--- src/rtl/seq_identifier.sv ---
// Integer-sequence identifier: eight predictors run in lockstep with the input stream and
// are eliminated on mismatch; the stream locks when a single candidate survives long enough.
module seq_identifier #(
    parameter int LOCK_TERMS = 4
) (
    input  logic       clk,
    input  logic       reset,
    input  logic       clear,
    input  logic       in_valid,
    input  logic [7:0] in_data,
    output logic [7:0] match_mask,
    output logic [2:0] seq_id,
    output logic       locked,
    output logic       fail,
    output logic       err_pulse,
    output logic [7:0] term_count
);

    typedef enum logic [1:0] {ST_HUNT, ST_LOCKED, ST_FAIL} state_t;

    localparam logic [7:0] LOCK_TERMS_L = 8'(LOCK_TERMS);

    // Term-0 window per predictor, predictor 7 in the top byte.
    // t0 is the expected term; t1/t2 hold recurrence history or running increments.
    localparam logic [63:0] T0_INIT = {8'd2, 8'd1, 8'd2, 8'd0, 8'd1, 8'd0, 8'd1, 8'd0};
    localparam logic [63:0] T1_INIT = {8'd0, 8'd1, 8'd1, 8'd1, 8'd1, 8'd1, 8'd0, 8'd1};
    localparam logic [63:0] T2_INIT = {8'd0, 8'd1, 8'd0, 8'd0, 8'd0, 8'd0, 8'd0, 8'd0};

    state_t     r_state, w_state_next;
    logic [7:0] r_t0 [8];
    logic [7:0] r_t1 [8];
    logic [7:0] r_t2 [8];
    logic [7:0] w_n0 [8];
    logic [7:0] w_n1 [8];
    logic [7:0] w_n2 [8];

    logic [7:0] r_mask, r_cnt;
    logic [2:0] r_seq_id;
    logic       r_locked, r_fail, r_err;

    logic [7:0] w_hit, w_mask_upd, w_mask_next, w_cnt_upd;
    logic       w_accept, w_one_hot;
    logic [2:0] w_idx;

    genvar gi;
    generate
        for (gi = 0; gi < 8; gi++) begin : g_hit
            assign w_hit[gi] = (in_data == r_t0[gi]);
        end
    endgenerate

    assign w_accept    = in_valid && (r_state != ST_FAIL);
    assign w_mask_upd  = r_mask & w_hit;
    assign w_mask_next = w_accept ? w_mask_upd : r_mask;
    assign w_cnt_upd   = (r_cnt == 8'hFF) ? 8'hFF : r_cnt + 8'd1;
    assign w_one_hot   = (w_mask_upd != 8'h00) && ((w_mask_upd & (w_mask_upd - 8'd1)) == 8'h00);

    // Next term of every predictor, all arithmetic wrapping at 8 bits.
    always_comb begin
        for (int i = 0; i < 8; i++) begin
            w_n0[i] = r_t0[i];
            w_n1[i] = r_t1[i];
            w_n2[i] = r_t2[i];
        end
        w_n0[0] = r_t0[0] + r_t1[0];            // squares: add next odd number
        w_n1[0] = r_t1[0] + 8'd2;
        w_n0[1] = r_t0[1] * 8'd3;
        w_n0[2] = r_t0[2] + r_t1[2];            // triangular: add n+1
        w_n1[2] = r_t1[2] + 8'd1;
        w_n0[3] = r_t1[3];
        w_n1[3] = r_t0[3] + r_t1[3];
        w_n0[4] = r_t1[4];
        w_n1[4] = (r_t1[4] << 1) + r_t0[4];
        w_n0[5] = r_t1[5];
        w_n1[5] = r_t0[5] + r_t1[5];
        w_n0[6] = r_t1[6];                      // Padovan keeps a three-term window
        w_n1[6] = r_t2[6];
        w_n2[6] = r_t0[6] + r_t1[6];
        w_n0[7] = r_t0[7] * (r_t0[7] - 8'd1) + 8'd1;
    end

    always_comb begin
        w_idx = 3'd0;
        for (int i = 0; i < 8; i++) begin
            if (w_mask_next[i]) w_idx = 3'(i);
        end
    end

    always_comb begin
        w_state_next = r_state;
        case (r_state)
            ST_HUNT: begin
                if (w_accept) begin
                    if (w_mask_upd == 8'h00)
                        w_state_next = ST_FAIL;
                    else if (w_one_hot && (w_cnt_upd >= LOCK_TERMS_L))
                        w_state_next = ST_LOCKED;
                end
            end
            ST_LOCKED: begin
                if (w_accept && (w_mask_upd == 8'h00)) w_state_next = ST_FAIL;
            end
            default: w_state_next = ST_FAIL;
        endcase
    end

    always_ff @(posedge clk) begin
        if (reset || clear) r_state <= ST_HUNT;
        else                r_state <= w_state_next;
    end

    always_ff @(posedge clk) begin
        if (reset || clear) begin
            r_mask   <= 8'hFF;
            r_cnt    <= 8'd0;
            r_seq_id <= 3'd0;
            r_locked <= 1'b0;
            r_fail   <= 1'b0;
            r_err    <= 1'b0;
            for (int i = 0; i < 8; i++) begin
                r_t0[i] <= T0_INIT[i*8 +: 8];
                r_t1[i] <= T1_INIT[i*8 +: 8];
                r_t2[i] <= T2_INIT[i*8 +: 8];
            end
        end else begin
            r_err    <= w_accept && (w_mask_upd == 8'h00);
            r_locked <= (w_state_next == ST_LOCKED);
            r_fail   <= (w_state_next == ST_FAIL);
            r_seq_id <= (w_state_next == ST_LOCKED) ? w_idx : 3'd0;
            if (w_accept) begin
                r_mask <= w_mask_upd;
                r_cnt  <= w_cnt_upd;
                for (int i = 0; i < 8; i++) begin
                    r_t0[i] <= w_n0[i];
                    r_t1[i] <= w_n1[i];
                    r_t2[i] <= w_n2[i];
                end
            end
        end
    end

    assign match_mask = r_mask;
    assign term_count = r_cnt;
    assign seq_id     = r_seq_id;
    assign locked     = r_locked;
    assign fail       = r_fail;
    assign err_pulse  = r_err;

endmodule

--- config.mk ---
export PLATFORM = sky130hd
export DESIGN_NAME = seq_identifier
export DESIGN_NICKNAME = d
export VERILOG_FILES = /design/src/rtl/seq_identifier.sv
export SDC_FILE = /design/constraint.sdc
export NUM_CORES = 1
export LEC_CHECK = 0
export ABC_CLOCK_PERIOD_IN_PS = 7100
export CAP_MARGIN = 20
export CORE_AREA = 2 2 153 155
export CTS_CLUSTER_DIAMETER = 120
export DETAILED_ROUTE_END_ITERATION = 16
export DIE_AREA = 0 0 155 157
export PLACE_DENSITY = 0.68
export SYNTH_ARGS = -nofsm -noshare
export SYNTH_HDL_FRONTEND = slang
export SYNTH_SLANG_ARGS = --single-unit
--- constraint.sdc ---
create_clock -name clk -period 7.1 [get_ports clk]
set_input_delay 1.42 -clock clk [delete_from_list [all_inputs] [get_ports clk]]
set_output_delay 1.42 -clock clk [all_outputs]
set_load 0.02 [all_outputs]
* Yosys cells after proc, flatten, opt, wreduce, memory -nomap -nowiden *
Memory sizes are Yosys's and may differ from the RTL's.
Cells that the tools add are included.

word-level totals
  bits in registers = 24
  bits in writable memories = 192
  memories = 3
  word-level logic and storage cells = 121

memories
  memory  words  bits a word  rd ports  clocked after memory_dff  write ports  line  text
  r_t0    8      8            8         0                         8            30    logic [7:0] r_t0 [8];
  r_t1    8      8            6         0                         8            31    logic [7:0] r_t1 [8];
  r_t2    8      8            1         0                         8            32    logic [7:0] r_t2 [8];

cells by class
  add/sub/neg operators = 12
  $mul = 2
  $lt $le $gt $ge = 1
  bitwise operators = 27
  equal/unequal tests = 14
  reductions and logical operators = 11
  mux-type cells = 43

operator list
  cell                                                 count
  two-way mux 8 bit                                    26
  == test 8 bit                                        8
  adder 8 bit                                          6
  adder 8 x 1 -> 8 bit, second input constant          3
  OR 1 bit                                             24
  two-way mux 3 bit                                    6
  bitwise AND 8 bit                                    2
  zero test 8 bit                                      2
  subtractor 8 x 1 -> 8 bit, second input constant     2
  adder 8 x 2 -> 8 bit, second input constant          1
  == test 8 bit, second input constant                 1
  >= comparator 8 x 3 -> 1 bit, second input constant  1
  multiplier 8 x 2 -> 8 bit, second input constant     1
  multiplier 8 x 8 -> 8 bit                            1
  two-way mux 2 bit                                    4
  nonzero test 8 bit                                   1
  two-way mux 1 bit                                    6
  == test 2 x 1 -> 1 bit, second input constant        2
  logical AND 1 bit                                    4
  case mux 2 bit (2 select lines)                      1
  == test 2 bit, second input constant                 1
  zero test 2 bit                                      1
  inequality test 2 bit, second input constant         1
  AND reduction 2 bit                                  1
  other kinds (4)                                      4

* Longest topological paths before layout *
An unclocked memory read counts as a cell.

  word-level depth = 15
  depth in mapped cells = 22
  gate-level depth less buffers = 21

* Least setup slack after synthesis *
Ideal clock, no wire load.

  kind = input -> register
  start = input port clear
  end = memory r_t0[0][0] (enable)
  arrival time = 4293 ps
  path buffers = 2
  library setup time = 1045 ps
  required time = 6055 ps
  stages on the path = 5
  path slack = 1762 ps
  cell sequence = or2_2 clkbuf_1 inv_1 clkbuf_1 nand2_1

RTL lines
  element      line  text
  from (decl)  8     input logic clear,
  to (decl)    30

==> metrics.yaml <==
worst_hold_path:
  hold_class: "flip-flop to flip-flop"
layout:
  layout_commonest_cell: "edfxtp_1"
  final_nets: 957
  fillers: 2053
  final_area_um2: 10100
  seq_area_um2: 4020
  final_core_util_pct: 44.9
  final_cell_mix: "edfxtp_1, xnor2_1, nor2_1, ha_1, inv_1"
  final_cells: 1154
  multi_input_area_um2: 4530
  drive_gt1_share_pct: 6.33
  n_antenna_cell: 0
  area_delta_synth_final_pct: 13.3
synth:
  avgSynthCellArea_um2: 10.8
  synthCells: 829
  syn_nets: 930
  syn_area_um2: 8930
  yosysSeqAreaShare_pct: 45.1
  synth_seq_cells: 142
  synth_cell_types: 50
  synth_ff_type: "edfxtp_1"
  yosysWarnings: 0
  synth_edf_count: 118
  synth_async_sr_flop_share_pct: 0
job:
  maxCapViolCount: 0
cts:
  numCtsBuffers: 17
  cts_tree: "done"
  cts_resized: 0
  cts.clk_slew.worst_paths_ns: 0.06
  htree_levels: 4
  root_buffer: "clkbuf_16"
  clockBufferDepth: 2
  cts.sinks: 142
  cts_setup_buffers: 0
  cts_hold_buffers: 0
  clk_latency_ns: 0.43
global_route:
  grt_pass1_wl_mm: 29.4
  gr-usage-all-layers_pct: 15.7
  grt_antenna_before_repair: 0
  grt_max_degree: 69
  first_global_vias: 5674
  gr-total-overflow: 0
power_and_ir_drop:
  vdd_drop_max_mv: 0.164
  p_leak_nw: 4.11
  power_density_nw_per_um2: 241
status:
  status: "complete, no violations"
timing:
  period_minus_slack_ns: 4.87
  relSlewSlack_pct: 40.8
  fin_tns_setup_ns: 0
  setup_viol: 0
  rsz0062_at_grt: "false"
  clock_skew_ns: 0.00746
  tightestPinTransition_ns: 0.887
  final-hold-violation-count: 0
  fmax_mhz: 206
  min_period_over_period_pct: 68.5
  slew_violations: 0
route:
  route.detailed.drc: 0
  wl_per_cell_um: 15.7
  vias: 5777
  drt_iter0_drc: 407
  drt-total-wl_mm: 18.1
  route.detailed.vias_per_inst: 5.01
  ant_nets: 0
  first_pass_iters: 5
die:
  dieArea_um2: 24300
  num_rows: 55
  die_width_um: 155
  initial_core_util_pct: 39.7
  num_io_pins: 34
  core_um2: 22500
  die_h_um: 157
setup_path:
  worstPathMaxFanout: 10
  cp_cell_sequence: "inv_1 -> ha_1 -> inv_1 -> or3_1 -> nor3_1 -> xor2_1 -> and2_1 -> ha_1 -> ha_1 -> inv_1 -> fa_1 -> fa_1 -> inv_1 -> ha_1 -> a21oi_1 -> xnor2_1 -> xnor2_1 -> xnor2_1 -> nor2_1"
  cp-start-kind: "flip-flop"
  worstPathRequired_ns: 7.25
  cp.arrival_ns: 5.01
  crit_slowest_cell: "edfxtp_1"
  max_stage_delay_ns: 0.55
  end_kind: "flip-flop"
  critical_path_class: "flip-flop to flip-flop"
place:
  port_buffers: 33
  gp_congestion: 0.761
  placed_cell_area_um2: 9510
  post-place-cells: 1122
  dp_hpwl_mm: 12.4
## area by class of cell
cell class | instances | share of cell area, %
inverter | 61 | 2.26
clock buffer | 21 | 4.55
timing repair buffer | 38 | 3.64
clock inverter | 11 | 1.40
multi-input combinational | 596 | 44.8
sequential | 142 | 39.8
tap | 285 | 3.53
## flip-flops by register name (all words and copies together) (netlist names)
name and count:
term_count 8, r_t2 8, r_t0 63, fail 1
locked 1, r_t1 47, seq_id 3, r_state 2
match_mask 8, err_pulse 1
## power breakdown
group	internal, W	switching, W	total [W]
logic	0.000231	0.000272	0.000502
clock network	0.000568	0.000344	0.000912
registers	0.000965	0.0000571	0.00102
## final timing paths
path | from | to | slack [ns] | cells after the start
min reg2reg | r_t2[6][0] | r_t1[0][48] | 0.50 | 1
max | r_t0[1][24] | r_t0[1][31] | 2.23 | 19
max reg2reg | r_t0[1][24] | r_t0[1][31] | 2.23 | 19
min | r_t2[6][0] | r_t1[0][48] | 0.50 | 1
## critical path, delay by kind of cell (launching register included)
family / cells / cell delay [ns]
adders and majority gates: 6 / 2.06
and+or+nand+nor: 4 / 0.76
xor gates and xnor gates: 4 / 0.67
DFF: 1 / 0.55
buffers and inverters: 4 / 0.40
AOI/OAI and AO/OA: 1 / 0.17
## cells in the mapped netlist, types with 23 or more instances
| cell | number | area, um^2 |
|---|---|---|
| a21oi_1 | 38 | 190 |
| dfxtp_1 | 24 | 480 |
| xor2_1 | 30 | 263 |
| ha_1 | 70 | 876 |
| nand3_1 | 26 | 130 |
| inv_1 | 61 | 229 |
| and3_1 | 29 | 181 |
| xnor2_1 | 101 | 885 |
| nor2_1 | 91 | 342 |
| nor2b_1 | 23 | 144 |
| edfxtp_1 | 118 | 3540 |
| nand2_1 | 29 | 109 |
## stage by stage
stage	power (W)	hold slack, ns	setup slack [ns]
floorplan	0.00143	0.475	1.76
global placement	0.00153	0.503	2.37
detailed placement	0.00154	0.479	2.24
CTS	0.00246	0.498	2.21
global route	0.00256	0.525	1.97
finish	0.00244	0.499	2.23
## kinds of logic after synthesis
logic type               count (synthesis)  synth area share [%]
XOR/XNOR                               131                  12.9
AND/OR/NAND/NOR                        282                  16.8
AO/OA/AOI/OAI                           91                  6.62
flip-flops                             142                  45.1
buffers and inverters                   91                  4.26
adder cells (fa/ha/maj)                 90                  14.2
multiplexers                             2                 0.238
## layer usage
metal  wire [um]  up-vias  GRT usage (%)
met5           0        -              0
li1            -     2897              -
met3         714       14           3.63
met1        8830     2778           21.2
met2        8360       88           25.0
met4         214        0           4.94
Power figures use the tool's default switching activity.
